$ cat config.mk
export PLATFORM = sky130hd
export DESIGN_NAME = text_pixel_renderer
export DESIGN_NICKNAME = d
export VERILOG_FILES = /design/src/rtl/text_pixel_renderer.sv
export SDC_FILE = /design/constraint.sdc
export NUM_CORES = 1
export LEC_CHECK = 0
export CAP_MARGIN = 10
export CORE_UTILIZATION = 48
export DETAILED_ROUTE_END_ITERATION = 10
export PLACE_DENSITY = 0.85
export SETUP_SLACK_MARGIN = 0.3
export SYNTH_ARGS = -nofsm -noshare
export SYNTH_HDL_FRONTEND = slang
export SYNTH_SLANG_ARGS = --single-unit
$ cat constraint.sdc
create_clock -name clk -period 2 [get_ports clk]
set_input_delay 0.6 -clock clk [delete_from_list [all_inputs] [get_ports clk]]
set_output_delay 0.6 -clock clk [all_outputs]
set_load 0.01 [all_outputs]
$ cat src/rtl/text_pixel_renderer.sv
// Text back end: picks the font bit for each pixel, double-buffers FG/BG colours; ROM_LAT+1 clk latency, no backpressure.
// Optional text blink enabled by defining TEXT_PIXEL_BLINK_EN.
module text_pixel_renderer #(
  parameter int ROM_LAT      = 1,
  parameter int TEXT_COLS    = 3,
  parameter int HSYNC_ACTIVE = 0,
  parameter int VSYNC_ACTIVE = 0,
  parameter int BLINK_FRAMES = 30
) (
  input  logic        clk,
  input  logic        reset_n,
  input  logic [9:0]  pixel_x,
  input  logic [9:0]  pixel_y,
  input  logic        video_on,
  input  logic        hsync_in,
  input  logic        vsync_in,
  input  logic [7:0]  font_word,
  input  logic        color_wr,
  input  logic [11:0] fg_color_in,
  input  logic [11:0] bg_color_in,
  output logic        color_pending,
  output logic [11:0] rgb,
  output logic        hsync_out,
  output logic        vsync_out
);

  localparam logic       HS_ON   = (HSYNC_ACTIVE != 0);
  localparam logic       VS_ON   = (VSYNC_ACTIVE != 0);
  localparam logic [9:0] TEXT_W  = 10'(TEXT_COLS * 8);

  logic [2:0]  r_bit [ROM_LAT];
  logic        r_hit [ROM_LAT];
  logic        r_von [ROM_LAT];
  logic        r_hs  [ROM_LAT];
  logic        r_vs  [ROM_LAT];

  logic        r_vs_prev;
  logic        r_pending;
  logic [11:0] r_fg, r_bg, r_fg_sh, r_bg_sh;
  logic [11:0] r_rgb;
  logic        r_hs_out, r_vs_out;

  logic        w_hit, w_pix, w_frame_start, w_blink_vis, w_show_fg;

  assign w_hit         = (pixel_y < 10'd16) && (pixel_x < TEXT_W);
  assign w_pix         = font_word[3'd7 - r_bit[ROM_LAT-1]];
  assign w_frame_start = (vsync_in == VS_ON) && (r_vs_prev != VS_ON);
  assign w_show_fg     = r_hit[ROM_LAT-1] && w_pix && w_blink_vis;

  always_ff @(posedge clk or negedge reset_n) begin
    if (!reset_n) begin
      for (int i = 0; i < ROM_LAT; i++) begin
        r_bit[i] <= '0;
        r_hit[i] <= 1'b0;
        r_von[i] <= 1'b0;
        r_hs[i]  <= ~HS_ON;
        r_vs[i]  <= ~VS_ON;
      end
    end else begin
      r_bit[0] <= pixel_x[2:0];
      r_hit[0] <= w_hit;
      r_von[0] <= video_on;
      r_hs[0]  <= hsync_in;
      r_vs[0]  <= vsync_in;
      for (int i = 1; i < ROM_LAT; i++) begin
        r_bit[i] <= r_bit[i-1];
        r_hit[i] <= r_hit[i-1];
        r_von[i] <= r_von[i-1];
        r_hs[i]  <= r_hs[i-1];
        r_vs[i]  <= r_vs[i-1];
      end
    end
  end

  // Active colours only change on a frame start so a frame never tears.
  always_ff @(posedge clk or negedge reset_n) begin
    if (!reset_n) begin
      r_vs_prev <= ~VS_ON;
      r_pending <= 1'b0;
      r_fg      <= 12'hFFF;
      r_bg      <= 12'h000;
      r_fg_sh   <= 12'hFFF;
      r_bg_sh   <= 12'h000;
    end else begin
      r_vs_prev <= vsync_in;
      if (w_frame_start && r_pending) begin
        r_fg      <= r_fg_sh;
        r_bg      <= r_bg_sh;
        r_pending <= 1'b0;
      end
      if (color_wr) begin
        r_fg_sh   <= fg_color_in;
        r_bg_sh   <= bg_color_in;
        r_pending <= 1'b1;
      end
    end
  end

`ifdef TEXT_PIXEL_BLINK_EN
  localparam int CW = (BLINK_FRAMES > 1) ? $clog2(BLINK_FRAMES) : 1;
  logic [CW-1:0] r_frame_cnt;
  logic          r_blink_phase;

  always_ff @(posedge clk or negedge reset_n) begin
    if (!reset_n) begin
      r_frame_cnt   <= '0;
      r_blink_phase <= 1'b1;
    end else if (w_frame_start) begin
      if (r_frame_cnt == CW'(BLINK_FRAMES - 1)) begin
        r_frame_cnt   <= '0;
        r_blink_phase <= ~r_blink_phase;
      end else begin
        r_frame_cnt   <= r_frame_cnt + 1'b1;
      end
    end
  end

  assign w_blink_vis = r_blink_phase;
`else
  assign w_blink_vis = 1'b1;
`endif

  always_ff @(posedge clk or negedge reset_n) begin
    if (!reset_n) begin
      r_rgb    <= 12'h000;
      r_hs_out <= ~HS_ON;
      r_vs_out <= ~VS_ON;
    end else begin
      r_hs_out <= r_hs[ROM_LAT-1];
      r_vs_out <= r_vs[ROM_LAT-1];
      if (!r_von[ROM_LAT-1])
        r_rgb <= 12'h000;
      else if (w_show_fg)
        r_rgb <= r_fg;
      else
        r_rgb <= r_bg;
    end
  end

  assign rgb           = r_rgb;
  assign hsync_out     = r_hs_out;
  assign vsync_out     = r_vs_out;
  assign color_pending = r_pending;

endmodule

* After elaboration in Yosys (flattened, before gate mapping) *
Cells that the tools add are included.

cells by class
  shift-type cells = 0
  bitwise gates (word level) = 1
  reduce and logical (&&, ||, !) cells = 5
  equal/unequal tests = 0
  $mul = 0
  muxes and demuxes = 6
  divide/modulo/power cells = 0
  $add $sub $neg = 1
  magnitude comparators = 3

operators by type and width
  operator                                                      number
  two-way mux 12 bit                                            2
  less-than comparator 10 x 5 -> 1 bit (second input constant)  2
  logical AND 1 bit                                             4
  less-than comparator 3 x 4 -> 1 bit (second input constant)   1
  binary-select mux 1 bit (select 3 bit)                        1
  two-way mux 1 bit                                             3
  subtractor 3 bit (first input constant)                       1
  nonzero test 2 bit                                            1
  NOT 1 bit                                                     1

word-level totals
  memories = 0
  bits in registers = 70
  logic and storage cells = 29
  bits in writable memories = 0
  latch bits = 0
  bits in read-only memories = 0
  input port bits = 58
  output and inout port bits = 15

* Depth between registers and ports, before layout *
  depth after elaboration = 6
  mapped depth = 5

* Worst setup path before layout *
OpenSTA, ideal clock, no wires.

  kind = input port to flip-flop
  start = input font_word[0]
  end = register r_rgb[2], in the netlist rgb[2]
  library setup time = 0.079 ns
  arrival time = 1.667 ns
  stages = 4
  setup slack = 0.254 ns
  path buffers = 1
  path through = mux4_2 > o2111ai_4 > buf_12 > mux2i_1

between the ends
  word-level cells in the longest chain between the ends = 5

ends and longest elaborated chain
  item                                     line  text
  start, declared                          17    input logic [7:0] font_word,
  binary-select mux 1 bit (select 3 bit)   46    assign w_pix = font_word[3'd7 - r_bit[ROM_LAT-1]];
  two-way mux 1 bit (implied by the code)  46
  logical AND 1 bit                        48    assign w_show_fg = r_hit[ROM_LAT-1] && w_pix && w_blink_vis;
  two-way mux 12 bit                       133   else if (w_show_fg)
  two-way mux 12 bit                       131   if (!r_von[ROM_LAT-1])
  end signal, assigned                     134   r_rgb <= r_fg;
  end signal, assigned                     136   r_rgb <= r_bg;
  end, declared                            40    logic [11:0] r_rgb;

Every way passes these cells. The select of a mux whose other input is x is not followed.
A chain may end at the register's enable or synchronous reset.

* Worst setup path in the final report *
  start = register r_bit[0] (netlist bit)
  end = register r_rgb[9], in the netlist rgb[9]

between the ends
  word-level cells in the longest chain between the ends = 6

ends and longest elaborated chain
  item                                     line  text
  start, declared                          31    logic [2:0] r_bit [ROM_LAT];
  start signal, assigned by index          66    r_bit[i] <= r_bit[i-1];
  subtractor 3 bit                         46
  binary-select mux 1 bit (select 3 bit)   46
  two-way mux 1 bit (implied by the code)  46
  logical AND 1 bit                        48
  two-way mux 12 bit                       133
  two-way mux 12 bit                       131

Every way passes these cells. The select of a mux whose other input is x is not followed.

==> results.py <==
metrics = {
    "outcome": {
        "status": "finished clean",
    },
    "floorplanning": {
        "die-area_sq_um": 5970,
        "fp.dieW_um": 77.3,
        "num_io_pins": 73,
        "core_area_sq_um": 5470,
        "start_util_pct": 49.7,
        "rows": 27,
        "die_h_um": 77.3,
    },
    "timing": {
        "fin_tns_setup_ps": 0,
        "finalWorstSetupSlack_ps": 282,
        "holdWs_ps": 267,
        "setup-violations-final": 0,
        "maxClockFrequency_mhz": 582,
        "slew_violations": 0,
        "fin_skew_ps": 7.87,
        "slew_headroom_pct": 49.8,
        "finalHoldViolCount": 0,
        "finalCritPeriodShare_pct": 85.9,
        "worstMarginPinSlew_ps": 753,
        "period_needed_ps": 1720,
        "rsz0062_at_grt": "yes",
    },
    "global_routing": {
        "grt_pass1_vias": 1762,
        "antenna_found_initial": 0,
        "track_usage_pct": 18.0,
        "overflow": 0,
        "grt_pass1_wl_um": 7830,
        "grt_max_degree": 71,
    },
    "pwr": {
        "p_sw_mw": 0.756,
        "p_comb_share_pct": 13.9,
        "p_per_area_nw_per_um2": 905,
        "ir_drop_v": 0.000594,
        "power.internal_mw": 2.63,
        "switching_share_pct": 22.4,
        "seq_power_share_pct": 52.9,
        "p_total_mw": 3.38,
        "leakage_nw": 1.69,
        "pwr-share-clk_pct": 33.2,
    },
    "logic_synthesis": {
        "synth_cell_types": 19,
        "syn_area_sq_um": 2720,
        "yosysTopAreaCellShare_pct": 38.6,
        "yosys.area.top_type": "dfrtp_1",
        "yosys_warnings": 0,
        "yosysSeqAreaShare_pct": 65.7,
        "avgSynthCellArea_sq_um": 15.3,
        "syn_inst": 178,
        "synth_fp_nets": 236,
        "ys_ff_latch": 70,
        "synth_area_leaders": "dfrtp_1, dfstp_2, mux2_2, mux2i_1, nand2_1",
    },
    "job": {
        "max_cap_violations": 0,
    },
    "clocking": {
        "cts_sinks": 70,
        "cts-root-buf": "clkbuf_8",
        "clkTransAtPathRegs_ps": 70,
        "htree_levels": 3,
        "cts_tree": "built",
        "cts_made_buffers": 9,
        "clk_latency_ps": 330,
        "cts.path.max_buffers": 2,
    },
    "placement": {
        "gpl.final_weighted_congestion": 0.683,
        "dp.final_hpwl_um": 3200,
        "portBuffers": 68,
        "place_area_sq_um": 3520,
        "dp_cells": 314,
        "dp_slack_ps": -236,
    },
    "detailed_routing": {
        "first_pass_iters": 3,
        "avgRoutedWirePerCell_um": 14.7,
        "route.vias.total": 1651,
        "met3_wirelength_um": 198,
        "wl_met2_um": 2690,
        "totalWireLength_um": 4900,
        "wl_met1_um": 1920,
        "top_layer": "met4",
        "drt-initial-drc-count": 56,
        "antenna_left": 0,
        "drc": 0,
        "drt-vias-per-instance": 4.96,
    },
    "worst_setup_path": {
        "crit_slowest_cell": "mux4_2",
        "cpPeakStageDelay_ps": 560,
        "cp-end-kind": "flop",
        "worst_ep_required_time_ps": 2250,
        "arrival_ps": 1970,
        "crit_fanout": 6,
        "cp_top_family": "multiplexers",
        "crit_type": "reg -> reg",
        "path_buf_inv": 1,
        "path_cells": "mux4_2, o2111ai_4, clkbuf_16, mux2i_1",
        "critPathLaunchType": "flop",
    },
    "final_layout": {
        "final_cell_area_sq_um": 3740,
        "final_cell_count_no_fill": 333,
        "syn_to_final_growth_pct": 37.4,
        "drive_above_1_share_pct": 39.1,
        "final_util_pct": 68.3,
        "n_antenna_cell": 0,
        "final_cell_mix": "mux2_2, clkdlybuf4s50_1, dfrtp_1, dfstp_2, nand2_1",
        "layout.nets": 314,
    },
    "hold_path": {
        "hp-class": "in -> async",
    },
}
==> what timing repair did <==
action / in CTS / in global routing
cloned: 1 / 0
pin swaps: 1 / 1
resized for setup: 25 / 3
hold buffers: 0 / 0
buffers inserted: 1 / 1
setup endpoints to repair: 27 / 13
==> kinds of logic (layout without fill, tap and decap cells) <==
| family | Yosys count | after routing | synth area share (%) |
|---|---|---|---|
| simple gates | 34 | 34 | 5.38 |
| flops | 70 | 70 | 65.7 |
| buf+inv | 9 | 92 | 1.88 |
| compound gates | 2 | 2 | 1.24 |
| mux | 63 | 63 | 25.8 |
==> worst paths after layout <==
path                            depth (start not counted)  slack, ps         end      from
min in group clk                                        0        360   hsync_out      r_hs
worst min register to register                          0        360   hsync_out      r_hs
max in group asynchronous                               2       1390    r_fg[10]   reset_n
worst min-delay path                                    2        270  r_bg_sh[6]   reset_n
worst max-delay path                                    4        280      rgb[9]  r_bit[0]
worst max register to register                          4        280      rgb[9]  r_bit[0]
==> flip-flops by register name, summed over array words and instances, names as in the netlist, 3 cells and up <==
name     count
r_bg        12
r_bg_sh     12
r_fg        12
r_fg_sh     12
rgb         12
r_bit        3
==> layer usage <==
metal	global-route usage (%)	up-vias
li1	-	770
met1	18.5	835
met2	32.4	39
met3	4.29	7
met4	11.3	0
met5	0	-
==> worst register-to-register path: cells and delay by family, from the launching register on <==
kind / cells / cell delay [ps]
AO/OA/AOI/OAI: 1 / 280
buffers and inverters: 1 / 220
flip-flops: 1 / 400
multiplexers: 2 / 740
==> power groups by stage <==
stage | Sequential, mW | Clock, mW | Combinational (mW)
after floorplan | 1.80 | 0 | 0.241
after global placement | 1.80 | 0 | 0.485
after detailed placement | 1.82 | 0 | 0.505
after CTS | 1.79 | 1.16 | 0.480
after global routing | 1.81 | 1.21 | 0.514
final | 1.79 | 1.12 | 0.472
==> synthesized netlist by cell type <==
master     number
nor3_1          1
nand3b_1        1
inv_1           1
dfrtp_1        42
clkbuf_1        6
and4_1          1
nor2_1          1
a21o_1          1
buf_12          1
dfstp_2        28
mux4_2          1
nand2b_1        1
mux2i_1        14
nor4_1          2
buf_2           1
nand3_1         1
o2111ai_4       1
nand2_1        26
mux2_2         48
==> area by class of cell <==
class / count / area (sq um)
Timing Repair Buffer: 75 / 774
Clock buffer: 12 / 155
Inverter: 1 / 3.75
Sequential cell: 70 / 1790
Tap cell: 72 / 90.1
Clock inverter: 4 / 45.0
Fill cell: 404 / 1730
Multi-Input combinational cell: 99 / 883
Power figures use the tool's default switching activity.
